`src/rtl/vending_machine_param.sv`:
```
// Parametrised vending machine: multi-coin credit, per-item price table,
// per-item stock counters, vend / refund / change with registered pulses.
// Ports: clk, reset (async, active-high); coin_valid/coin_amt, sel_valid/
// item_code, cancel, restock in; dispense/dispensed_item, change_valid/
// change_amt, credit, coin_reject, sold_out, insufficient out.
module vending_machine_param #(
    parameter int AMT_W      = 8,
    parameter int NUM_ITEMS  = 4,
    parameter int ITEM_W     = 2,
    parameter int STOCK_W    = 4,
    parameter int INIT_STOCK = 5,
    parameter int MAX_CREDIT = 200,
    parameter logic [NUM_ITEMS*AMT_W-1:0] PRICE_LIST =
        {8'd15, 8'd12, 8'd10, 8'd5}
) (
    input  logic              clk,
    input  logic              reset,
    input  logic              coin_valid,
    input  logic [AMT_W-1:0]  coin_amt,
    input  logic              sel_valid,
    input  logic [ITEM_W-1:0] item_code,
    input  logic              cancel,
    input  logic              restock,
    output logic              dispense,
    output logic [ITEM_W-1:0] dispensed_item,
    output logic              change_valid,
    output logic [AMT_W-1:0]  change_amt,
    output logic [AMT_W-1:0]  credit,
    output logic              coin_reject,
    output logic              sold_out,
    output logic              insufficient
);

    typedef enum logic [1:0] {IDLE, CREDIT, VEND, CHANGE} state_e;

    localparam logic [NUM_ITEMS-1:0][AMT_W-1:0] PRICES = PRICE_LIST;
    localparam logic [AMT_W:0]   MAX_C  = (AMT_W+1)'(MAX_CREDIT);
    localparam logic [STOCK_W-1:0] INIT_S = STOCK_W'(INIT_STOCK);

    state_e state_q, state_d;
    logic [AMT_W-1:0] credit_q, credit_d;
    logic [NUM_ITEMS-1:0][STOCK_W-1:0] stock_q, stock_d;

    logic              dispense_q, dispense_d;
    logic [ITEM_W-1:0] item_q, item_d;
    logic              change_valid_q, change_valid_d;
    logic [AMT_W-1:0]  change_amt_q, change_amt_d;
    logic              reject_q, reject_d;
    logic              sold_out_q, sold_out_d;
    logic              insuff_q, insuff_d;

    logic [AMT_W:0]     sum_w;
    logic               coin_over;
    logic [AMT_W-1:0]   sel_price;
    logic [STOCK_W-1:0] sel_stock;

    // One extra bit so an oversized coin cannot wrap under the ceiling.
    assign sum_w     = {1'b0, credit_q} + {1'b0, coin_amt};
    assign coin_over = sum_w > MAX_C;
    assign sel_price = PRICES[item_code];
    assign sel_stock = stock_q[item_code];

    always_comb begin
        state_d        = state_q;
        credit_d       = credit_q;
        stock_d        = stock_q;
        dispense_d     = 1'b0;
        item_d         = '0;
        change_valid_d = 1'b0;
        change_amt_d   = '0;
        reject_d       = 1'b0;
        sold_out_d     = 1'b0;
        insuff_d       = 1'b0;

        unique case (state_q)
            IDLE: begin
                if (restock) begin
                    stock_d = {NUM_ITEMS{INIT_S}};
                end
                if (cancel) begin
                    reject_d = coin_valid;
                end else if (sel_valid) begin
                    reject_d = coin_valid;
                    if (sel_stock == '0) begin
                        sold_out_d = 1'b1;
                    end else begin
                        insuff_d = 1'b1;
                    end
                end else if (coin_valid) begin
                    if (coin_over) begin
                        reject_d = 1'b1;
                    end else if (coin_amt != '0) begin
                        credit_d = coin_amt;
                        state_d  = CREDIT;
                    end
                end
            end
            CREDIT: begin
                if (cancel) begin
                    reject_d       = coin_valid;
                    change_valid_d = 1'b1;
                    change_amt_d   = credit_q;
                    state_d        = CHANGE;
                end else if (sel_valid) begin
                    reject_d = coin_valid;
                    if (sel_stock == '0) begin
                        sold_out_d = 1'b1;
                    end else if (credit_q < sel_price) begin
                        insuff_d = 1'b1;
                    end else begin
                        credit_d           = credit_q - sel_price;
                        stock_d[item_code] = sel_stock - 1'b1;
                        dispense_d         = 1'b1;
                        item_d             = item_code;
                        state_d            = VEND;
                    end
                end else if (coin_valid) begin
                    if (coin_over) begin
                        reject_d = 1'b1;
                    end else begin
                        credit_d = sum_w[AMT_W-1:0];
                    end
                end
            end
            VEND: begin
                reject_d = coin_valid;
                // Change pulse is launched here so it lands one cycle
                // after the dispense pulse.
                if (credit_q != '0) begin
                    change_valid_d = 1'b1;
                    change_amt_d   = credit_q;
                    state_d        = CHANGE;
                end else begin
                    state_d = IDLE;
                end
            end
            CHANGE: begin
                reject_d = coin_valid;
                credit_d = '0;
                state_d  = IDLE;
            end
            default: begin
                state_d = IDLE;
            end
        endcase
    end

    always_ff @(posedge clk or posedge reset) begin
        if (reset) begin
            state_q        <= IDLE;
            credit_q       <= '0;
            stock_q        <= {NUM_ITEMS{INIT_S}};
            dispense_q     <= 1'b0;
            item_q         <= '0;
            change_valid_q <= 1'b0;
            change_amt_q   <= '0;
            reject_q       <= 1'b0;
            sold_out_q     <= 1'b0;
            insuff_q       <= 1'b0;
        end else begin
            state_q        <= state_d;
            credit_q       <= credit_d;
            stock_q        <= stock_d;
            dispense_q     <= dispense_d;
            item_q         <= item_d;
            change_valid_q <= change_valid_d;
            change_amt_q   <= change_amt_d;
            reject_q       <= reject_d;
            sold_out_q     <= sold_out_d;
            insuff_q       <= insuff_d;
        end
    end

    assign dispense       = dispense_q;
    assign dispensed_item = item_q;
    assign change_valid   = change_valid_q;
    assign change_amt     = change_amt_q;
    assign credit         = credit_q;
    assign coin_reject    = reject_q;
    assign sold_out       = sold_out_q;
    assign insufficient   = insuff_q;

endmodule

```
`config.mk`:
```
export PLATFORM = sky130hd
export DESIGN_NAME = vending_machine_param
export DESIGN_NICKNAME = d
export VERILOG_FILES = /design/src/rtl/vending_machine_param.sv
export SDC_FILE = /design/constraint.sdc
export NUM_CORES = 1
export LEC_CHECK = 0
export CAP_MARGIN = 40
export CORE_MARGIN = 2
export CORE_UTILIZATION = 35
export CTS_BUF_LIST = sky130_fd_sc_hd__clkbuf_8 sky130_fd_sc_hd__clkbuf_16
export DETAILED_ROUTE_END_ITERATION = 7
export HOLD_SLACK_MARGIN = 0.05
export PLACE_DENSITY = 0.6
export SETUP_SLACK_MARGIN = 0.3
export SLEW_MARGIN = 20
export SYNTH_ARGS = -nofsm -noshare
export SYNTH_HDL_FRONTEND = slang
export SYNTH_SLANG_ARGS = --single-unit
```
`constraint.sdc`:
```
create_clock -name clk -period 7.8 [get_ports clk]
set_clock_uncertainty 0.2 [all_clocks]
set_input_delay 1.56 -clock clk [delete_from_list [all_inputs] [get_ports clk]]
set_output_delay 1.56 -clock clk [all_outputs]
set_load 0.01 [all_outputs]
```
* After elaboration in Yosys (flattened, before gate mapping) *
Cells that the tools add are included.

word-level totals
  flip-flop bits (word level) = 41
  input bits = 16

operators by class
  $add $sub $neg = 3
  $lt $le $gt $ge = 4
  equal/unequal tests = 20
  mux-type cells = 69
  reduce and logical (&&, ||, !) cells = 12

operators by type and width
  operator              count
  $mux W8               14
  $mux W16              5
  $pmux W16 S2          1
  $mux W2               15
  $pmux W8 S3           1
  $mux W1               22
  $ne A3 B3 Y1 const B  7
  $ne A2 B2 Y1 const B  10
  $bmux W8 S2           1
  $bwmux W16            1
  $pmux W8 S2           1
  $reduce_bool A8 Y1    2
  $reduce_and A11 Y1    1
  $add A8 B8 Y9         1
  $gt A9 B8 Y1 const B  1
  $bmux W4 S2           1
  $demux W4 S2          1
  $lt A8 B8 Y1          1
  $mux W4               2
  $pmux W2 S4           1
  $reduce_and A8 Y1     1
  $sub A8 B8 Y8         1
  $pmux W1 S2           3
  $reduce_and A6 Y1     1
  other kinds (11)      13

* Longest topological paths before layout *
  depth in word-level cells = 10
  depth in mapped cells = 15
  mapped depth without buffers = 14

* Worst setup path before layout *
Ideal clock, no wire load.

  path type = input to register
  start point = input port item_code[0]
  end point = register stock_q[0] (netlist name)
  data arrival time = 4.112 ns
  path slack = 3.406 ns
  cell stages on the path = 14
  buffers on the path = 0
  path through = inv_1 ha_1 inv_1 ha_1 inv_1 fa_1 a21o_1 a211oi_1 nand2_1 nand3_1 o21ai_0 and2_4 o21ai_2 mux2_2

on the way
  cells in the longest elaborated chain, start to end = 10

ends and longest elaborated chain
  element                                                 RTL line  RTL
  start: declaration                                      21        input logic [ITEM_W-1:0] item_code,
  branches (longest 10 deep; another with $sub A4 B1 Y4)  n/a
  end signal: assignment                                  152       stock_q <= {NUM_ITEMS{INIT_S}};
  end signal: assignment                                  163       stock_q <= stock_d;
  end: declaration                                        42        logic [NUM_ITEMS-1:0][STOCK_W-1:0] stock_q, stock_d;

Several ways; the timed one is not identified. The select of a mux whose other input is x is not followed.
A chain may end at the register's enable or synchronous reset.

* Worst setup path after layout *
  start point = input port item_code[0]
  end point = register stock_q[6] (netlist name)

Same word-level chain as after synthesis.

==> reports/qor.csv <==
metric,value,unit
CTS tree,done,
Max Fclk,191.3,MHz
crit end category,register,
# hold bufs at CTS,0,
Rows,31,
period utilization,0.6700,
DRT Pass-1 Iters,4,
Total GRT Usage,0.1584,
vias in the first global route,2057,
area delta synth->final,22.27,%
Starting Density,0.3663,
Worst EP arrival,5.25,ns
DIE HEIGHT,91.59,um
Sw Share,0.4284,
H-tree depth,2,
Hold Crit Class,reg2reg,
total grt overflow,0,
worst endpoint required time,7.82,ns
Critical Path Start Type,input port,
Placed Area,0.003167,mm^2
TritonCTS sink count,41,
Resized cells post-CTS,0,
Core Region,0.007331,mm^2
Mapped Area,0.002685,mm^2
FF-to-FF setup slack,4.48,ns
RSZ-0062 raised after global routing,false,
DP Wirelength,5.018,mm
number of DRC markers in iteration 0,229,
clock power share,0.142,
syn_nets,311,
PortBufs,38,
synth unique cells,48,
"commonest non-fill, non-tap cell in the layout",clkdlybuf4s50_1,
Residual DRC,0,
diode count,0,
Vias,2192,
ys flop type,dfrtp_1,
Yosys warnings,0,
sequential area share after synthesis,0.3858,
"EDFF count, synth",0,
leakage power,1.440,nW
Clock Tree Buf Depth,2,
Tot Pwr,1.227,mW
fin cells,408,
"Slowest-stage cell, CP",clkdlybuf4s50_1,
critical path's most frequent cell,inv_1,
post-synthesis async set-or-reset flop share,1.000,
Flop pwr share,0.287,
DR vias/cell,5.373,
Tmin final,5.226,ns
Switch Pwr,525.7,uW
Relative slew margins,0.5282,
family with the most delay on the worst path,buffers and inverters,
clock root buffer,clkbuf_8,
"commonest non-fill, non-tap cells in the layout","clkdlybuf4s50_1, dfrtp_1, ha_1",
peak supply drop,127.6,uV
Nets,350,
Setup-failing EPs final,0,
antenna-violating nets left,0,
outcome,finished clean,
Combinational Power Share,0.571,
Die X,91.59,um
IO Count,39,
antenna violations before repair,0,
Num CTS Buffers,5,
"area leader, netlist",dfrtp_1,
Worst path max stage delay,0.65,ns
Final TNS setup,0,ns
largest net degree at the start of global routing,42,
wire per inst,15.97,um
post-synthesis cell count,269,
power per cell area,373.7,mW/mm^2
Hold WS,0.2948,ns
Slew @ Worst Pin,0.7055,ns
design area,0.003283,mm^2
Synth Register Bits,41,
post-synth top area share,0.3075,
"Max FO, Critical Path",7,
post-CTS setup buffers,0,
"CTS clk-pin slew, worst paths",0.08,ns
share of cells above drive strength 1,0.1327,
global-route wire length before repair,10.51,mm
Post-Place Cells,400,
"Hold Vio Cnt, Final",0,
Max-Cap Viols,0,
Bufs and invs on worst path,4,
Die Area,0.008388,mm^2
"Slew Viols, Final",0,
"Avg Cell Area, Syn",9.982,um^2
largest cells by area after synthesis,"dfrtp_1, ha_1, dfstp_2",
Int Pwr,701.3,uW
CP Class,in2reg,
CP Cell Sequence,"clkdlybuf4s50_1, inv_1, ha_1, inv_1, ha_1, inv_1, fa_1, a21o_1, a211oi_1, nand2_1, nand3_1, o21ai_0, and2_4, o21ai_2, mux2_2",
clk_lat worst skew,0.29,ns
gpl congestion,0.9277,
total routed wirelength,6.516,mm
## layout make-up
cell class              count  area, um^2
fillers                   699        4048
multi-input cells         200        1540
repair buffers             39       387.9
inverters                  21       78.83
flip-flops and latches     41        1036
well taps                  99       123.9
clock buffers               6       82.58
clock inverters             2       33.78
## power by group through the flow
stage | registers, mW | clock network (mW) | logic [mW]
2_1_floorplan | 0.348 | 0 | 0.489
3_3_place_gp | 0.354 | 0 | 0.689
3_5_place_dp | 0.356 | 0 | 0.695
4_1_cts | 0.353 | 0.180 | 0.699
5_1_grt | 0.363 | 0.187 | 0.771
6_report | 0.352 | 0.175 | 0.700
## kinds of logic (layout without fill, tap and decap cells)
family	count (synthesis)	after routing	share of synthesized area
xor+xnor	8	8	0.02609
fa+ha+maj	26	26	0.1267
simple gates	75	75	0.1403
mux	14	14	0.07503
compound gates	77	77	0.2055
flops	41	41	0.3858
buf+inv	28	68	0.04054
## per-stage QoR
stage | utilization | setup WS [ns]
floorplan | - | 3.406
global placement | 0.4320 | 2.398
detailed placement | 0.4320 | 2.288
CTS | 0.4479 | 2.597
global route | 0.4479 | 2.336
finish | 0.4479 | 2.574
## synthesized netlist by cell type (2+ instances only)
cell	count
a211oi_1	2
a21o_1	6
a21oi_1	17
a21oi_2	2
a221oi_1	3
a22o_1	8
a22oi_1	7
a31oi_1	2
and2_1	9
and3_1	2
clkbuf_1	5
dfrtp_1	33
dfstp_2	8
fa_1	2
ha_1	24
inv_1	21
mux2_2	9
mux4_2	4
nand2_1	16
nand3_1	7
nor2_1	19
nor2b_1	3
nor3_1	5
nor3b_1	3
nor4_1	5
o21ai_0	15
o21ai_2	4
or3_1	2
xnor2_1	4
xor2_1	4
## path summary, 6_finish.rpt
| path | end | startpoint | cells after the start |
|---|---|---|---|
| max | stock_q[6] | item_code[0] | 15 |
| min | stock_q[12] | stock_q[12] | 2 |
| max reg2reg | stock_q[6] | credit[0] | 12 |
| min reg2reg | stock_q[12] | stock_q[12] | 2 |
| max in group asynchronous | stock_q[10] | reset | 3 |
| min in group asynchronous | dispensed_item[1] | reset | 3 |
## worst min-delay path, cell delays in order, from the launching register on
cell	delay (ns)
dfstp_2	0.37
inv_1	0.04
a22oi_1	0.07
## flip-flops by register name, indices dropped and copies added, names as in the netlist, 2 cells and up
name and count:
change_amt 8, stock_q 16, dispensed_item 2, state_q 2
credit 8
## routing by layer
| layer | track usage | vias up | wire (um) |
|---|---|---|---|
| li1 | - | 1063 | - |
| met1 | 0.2353 | 1037 | 3026 |
| met2 | 0.2408 | 86 | 2951 |
| met3 | 0.02324 | 6 | 468 |
| met4 | 0.04040 | 0 | 70 |
| met5 | 0 | - | 0 |
Power figures use the tool's default switching activity.
